## src/rtl/mc_op_timer.sv

```systemverilog
// mc_op_timer: loadable down-counter stopping at 0; ports clk_i, rst_ni, load_i, value_i -> done_o (count==0)
module mc_op_timer #(parameter int W = 5) (
  input  logic         clk_i,
  input  logic         rst_ni,
  input  logic         load_i,
  input  logic [W-1:0] value_i,
  output logic         done_o
);
  logic [W-1:0] cnt_q;
  always_ff @(posedge clk_i) begin
    if (!rst_ni) cnt_q <= '0;
    else if (load_i) cnt_q <= value_i;
    else if (cnt_q != '0) cnt_q <= cnt_q - 1'b1;
  end
  assign done_o = cnt_q == '0;
endmodule

```

## config.mk

```make
export PLATFORM = sky130hd
export DESIGN_NAME = mc_op_timer
export DESIGN_NICKNAME = d
export VERILOG_FILES = /design/src/rtl/mc_op_timer.sv
export SDC_FILE = /design/constraint.sdc
export NUM_CORES = 1
export LEC_CHECK = 0
export BUFFER_PORTS_ARGS = -buffer_cell sky130_fd_sc_hd__buf_2
export CAP_MARGIN = 20
export CORE_AREA = 2 2 39 41
export DETAILED_ROUTE_END_ITERATION = 12
export DIE_AREA = 0 0 41 43
export GPL_TIMING_DRIVEN = 0
export SETUP_SLACK_MARGIN = 0.3
export SLEW_MARGIN = 30
export SYNTH_ARGS = -nofsm -noshare
export SYNTH_HDL_FRONTEND = slang
export SYNTH_SLANG_ARGS = --single-unit
```

## constraint.sdc

```tcl
create_clock -name clk_i -period 1.7 [get_ports clk_i]
set_input_delay 0.34 -clock clk_i [delete_from_list [all_inputs] [get_ports clk_i]]
set_output_delay 0.34 -clock clk_i [all_outputs]
set_load 0.05 [all_outputs]
```

# Word level (Yosys, flattened, before mapping)
# Index checks and enable logic that the tools add are counted.
op_classes:
  mux: 2
  n_reduce_logical: 3
  addsub: 1
ops:
  columns: ["operator", "count"]
  rows:
  - ["5-bit 2-to-1 mux", 2]
  - ["5-bit zero test", 1]
  - ["5-bit nonzero test", 1]
  - ["5-bit by 1-bit subtractor with 5-bit output, second input constant", 1]
  - ["2-bit nonzero test", 1]
word_totals:
  elab_cells: 7
  register_bits: 5
  out_inout_bits: 1
  in_bits: 8

# Logic depth before layout (Yosys ltp)
logic_depth:
  word_depth: 3
  ltp_mapped: 5
  ltp_nobuf: 5

# Worst setup path before layout
# No wires, ideal clock.
synth_path:
  path_kind: "register to register"
  startpoint: "reg cnt_q[0]"
  endpoint: "reg cnt_q[1]"
  path_buffers: 0
  arrival_ps: 1506
  path_slack_ps: 74
  setup_time_ps: 120
  period_less_slack_ps: 1626
  required_time_ps: 1580
  path_stages_with_launch: 6
  cell_sequence: "dfxtp_1 inv_1 ha_1 nor4b_4 or4_1 nand3_1"
synth_between:
  elab_chain_len: 3
  word_cells_on_any_way: 5
  classes_between: "1 x add/sub; 2 x mux; 2 x reduce/logical"
synth_lines:
  columns: ["item", "line_no", "text"]
  rows:
  - ["from (decl)", "9", "logic [W-1:0] cnt_q;"]
  - ["from (signal assigned)", "12", "else if (load_i) cnt_q <= value_i;"]
  - ["from (signal assigned)", "13", "else if (cnt_q != '0) cnt_q <= cnt_q - 1'b1;"]
  - ["5-bit by 1-bit subtractor with 5-bit output", "13", null]
  - ["5-bit 2-to-1 mux", "13", null]
  - ["5-bit 2-to-1 mux", "12", null]
# Parallel ways exist; a longest one is shown, timed or not. The select of a mux whose other input is x is not followed.
# A chain may end at the register's enable or synchronous reset.

# Final worst setup path
layout_path:
  startpoint: "reg cnt_q[0]"
  endpoint: "out done_o"
layout_between:
  elab_chain_len: 1
layout_lines:
  columns: ["item", "line_no", "text"]
  rows:
  - ["5-bit zero test", "15", "assign done_o = cnt_q == '0;"]
  - ["to (decl)", "7", "output logic done_o"]
# No other way between the ends.

==> impl_metrics.yaml <==
clock_network:
  clock_tree.root_cell: "clkbuf_4"
  cts_buffers: 3
  cts_sinks: 5
  hold_buffers: 0
  clk_latency_ps: 250
  clockBufferDepth: 2
  cts_max_level: 1
  path_clk_slew_ps: 50
  cts_tree: "built"
setup_path:
  cp_data_arrival_time_ps: 1230
  start_kind: "register"
  path_class: "reg2out"
  cp.required_ps: 1360
  ff2ff_setup_slack_ps: 320
  cp-end-kind: "output pin"
  reg2reg_to: "cnt_q[1]$_SDFFE_PN0P_"
  r2r_start: "cnt_q[0]$_SDFFE_PN0P_"
  worstPathMaxFanout: 2
  r2r.worst_path.cells: 6
  critPathMaxStageDelay_ps: 320
  crit_chain: "inv_2 -> ha_4 -> nor4b_4 -> buf_6"
  cp_slowest_cell: "dfxtp_2"
  crit_path_start: "cnt_q[0]$_SDFFE_PN0P_"
  crit_path_end: "done_o"
grt:
  grt_pass1_wl_um: 1380
  antenna_found_initial: 0
  grt-ovfl-total: 0
  grt_pass1_vias: 316
  globalRouteTotalUtil_pct: 12.6
  grt_max_degree: 10
placed_design:
  place_congestion: 0.701
  port-buffer-count: 6
  dp_hpwl_um: 495
pwr:
  vdd_drop_max_v: 0.000647
  p_clk_share_pct: 29.4
  swShare_pct: 32.3
  internal_power_mw: 0.333
  seqPwrFrac_pct: 30.7
  p_sw_mw: 0.159
  power_density_nw_per_um2: 1020
  p_comb_share_pct: 39.9
  leakagePower_nw: 0.218
routing:
  viasPerCell: 4.71
  met1Wirelength_um: 325
  wl_met3_um: 40
  wl_per_cell_um: 11.6
  drt_first_pass_iters: 2
  vias: 330
  dr_wl_met2_um: 429
  totalWireLength_um: 809
  top_layer: "met4"
  dr.first_iter.drc_count: 3
  drc_errors: 0
  postRouteAntennaNets: 0
yosys:
  seq_area_frac_synth_pct: 33.3
  synth_area_per_cell_um2: 8.83
  synth_area_um2: 300
  synth_seq_cells: 5
  synth_cell_types: 18
  syn_inst: 34
  synth_nets: 43
  synth.yosys.warnings: 0
finish:
  fillers: 145
  multi_input_area_um2: 180
  area_growth_pct: 60.4
  diodes: 0
  fin_nets: 64
  drive_above_1_share_pct: 55.6
  regMostFlops: "cnt_q"
  largest_reg_flops: 5
  post-route-util_pct: 34.8
  final_common_cell: "buf_4"
  register_area_um2: 103
  layout_common_cells: "buf_4, nand3_1, buf_2"
  top_regs: "cnt_q (5)"
timing:
  skew_ps: 10.3
  fin_crit_ps: 1570
  rsz0062_at_grt: "yes"
  fin_tns_setup_ps: 0
  finalHoldViolCount: 0
  fin_crit_sh_pct: 92.2
  finalSetupViolations: 0
  maxClockFrequency_mhz: 638
  drv_slew: 0
  relSlewSlack_pct: 77.5
  tightestPinTransition_ps: 333
run:
  drv_cap: 0
floorplan:
  die_w_um: 41
  design.core.area_um2: 1380
  start_util_pct: 21.7
  die_y_um: 43
  fp.dieArea_um2: 1760
  rows: 14
  io_pins: 9
run_status:
  status: "finished clean"
min_path:
  hold_path.class: "in2reg"
## critical path, delay by kind of cell (launching register included)
family	cells	cell delay (ps)
flops	1	320
simple gates	1	240
buf+inv	2	270
fa+ha+maj	1	130
## final cells by class
cell class / count / share of cell area [%]
multi-input combinational: 22 / 37.4
timing repair buffer: 16 / 23.1
sequential: 5 / 21.3
clock buffer: 4 / 5.45
buffer: 2 / 4.68
tap: 16 / 4.16
inverter: 5 / 3.90
## per-stage QoR
| stage | total power [mW] | area [um^2] | hold slack (ps) | worst slack [ps] | cells |
|---|---|---|---|---|---|
| floorplan | 0.246 | 315 | 475 | 123 | 34 |
| global placement | 0.273 | 365 | 492 | 176 | 56 |
| finish | 0.492 | 482 | 314 | 133 | 70 |
| global route | 0.525 | 482 | 325 | 55.5 | 70 |
| CTS | 0.470 | 458 | 312 | 132 | 68 |
| detailed placement | 0.277 | 365 | 498 | 158 | 56 |
## worst min path at each step
stage                           from               endpoint  slack [ps]  cells after the start
2_1_floorplan  cnt_q[1]$_SDFFE_PN0P_  cnt_q[1]$_SDFFE_PN0P_         480                      2
3_3_place_gp   cnt_q[1]$_SDFFE_PN0P_  cnt_q[1]$_SDFFE_PN0P_         490                      2
3_5_place_dp   cnt_q[1]$_SDFFE_PN0P_  cnt_q[1]$_SDFFE_PN0P_         500                      2
4_1_cts                   value_i[2]  cnt_q[2]$_SDFFE_PN0P_         310                      3
5_1_grt                   value_i[2]  cnt_q[2]$_SDFFE_PN0P_         330                      3
6_report                  value_i[2]  cnt_q[2]$_SDFFE_PN0P_         310                      3
## repair_timing
item	CTS	global route
buffers inserted	8	2
setup endpoints to repair	1	2
resized for setup	2	2
endpoints found under the hold margin	0	0
pin swaps	1	2
## cell families (layout without fill, tap and decap cells)
logic type                 count (synthesis)  count (layout)  share of synthesized area [%]
AOI/OAI and AO/OA                          6               6                           15.8
xor gates and xnor gates                   1               1                           2.92
adders and majority gates                  1               1                           4.17
buffers and inverters                      7              27                           13.7
DFF                                        5               5                           33.3
and+or+nand+nor                           14              14                           30.0
## metal layers
layer  track usage (%)  up-vias
met5                 0        -
met4              10.0        0
met3              6.28        2
met2              16.6        8
met1              14.5      153
li1                  -      167
## synth_stat cells
| master | instances | share of area (%) |
|---|---|---|
| ha_1 | 1 | 4.2 |
| o311ai_0 | 2 | 5.8 |
| nand3_1 | 6 | 10 |
| inv_1 | 4 | 5.0 |
| o41ai_1 | 1 | 2.9 |
| buf_6 | 2 | 7.5 |
| xnor2_1 | 1 | 2.9 |
| or4_1 | 1 | 2.5 |
| nand2_1 | 2 | 2.5 |
| o2111ai_1 | 1 | 2.9 |
| o211ai_1 | 1 | 2.5 |
| nor2_1 | 1 | 1.2 |
| a21oi_1 | 1 | 1.7 |
| nor4b_4 | 1 | 7.9 |
| nand4_1 | 2 | 4.2 |
| inv_2 | 1 | 1.2 |
| nor3_1 | 1 | 1.7 |
| dfxtp_1 | 5 | 33 |
## power groups by stage
stage / Clock, mW / Combinational, mW / Sequential [mW]
final: 0.145 / 0.196 / 0.151
after global routing: 0.156 / 0.216 / 0.153
after CTS: 0.148 / 0.173 / 0.150
after detailed placement: 0 / 0.124 / 0.153
after global placement: 0 / 0.120 / 0.153
after floorplan: 0 / 0.0965 / 0.150
Note: power is estimated with default switching activity, not from simulation.
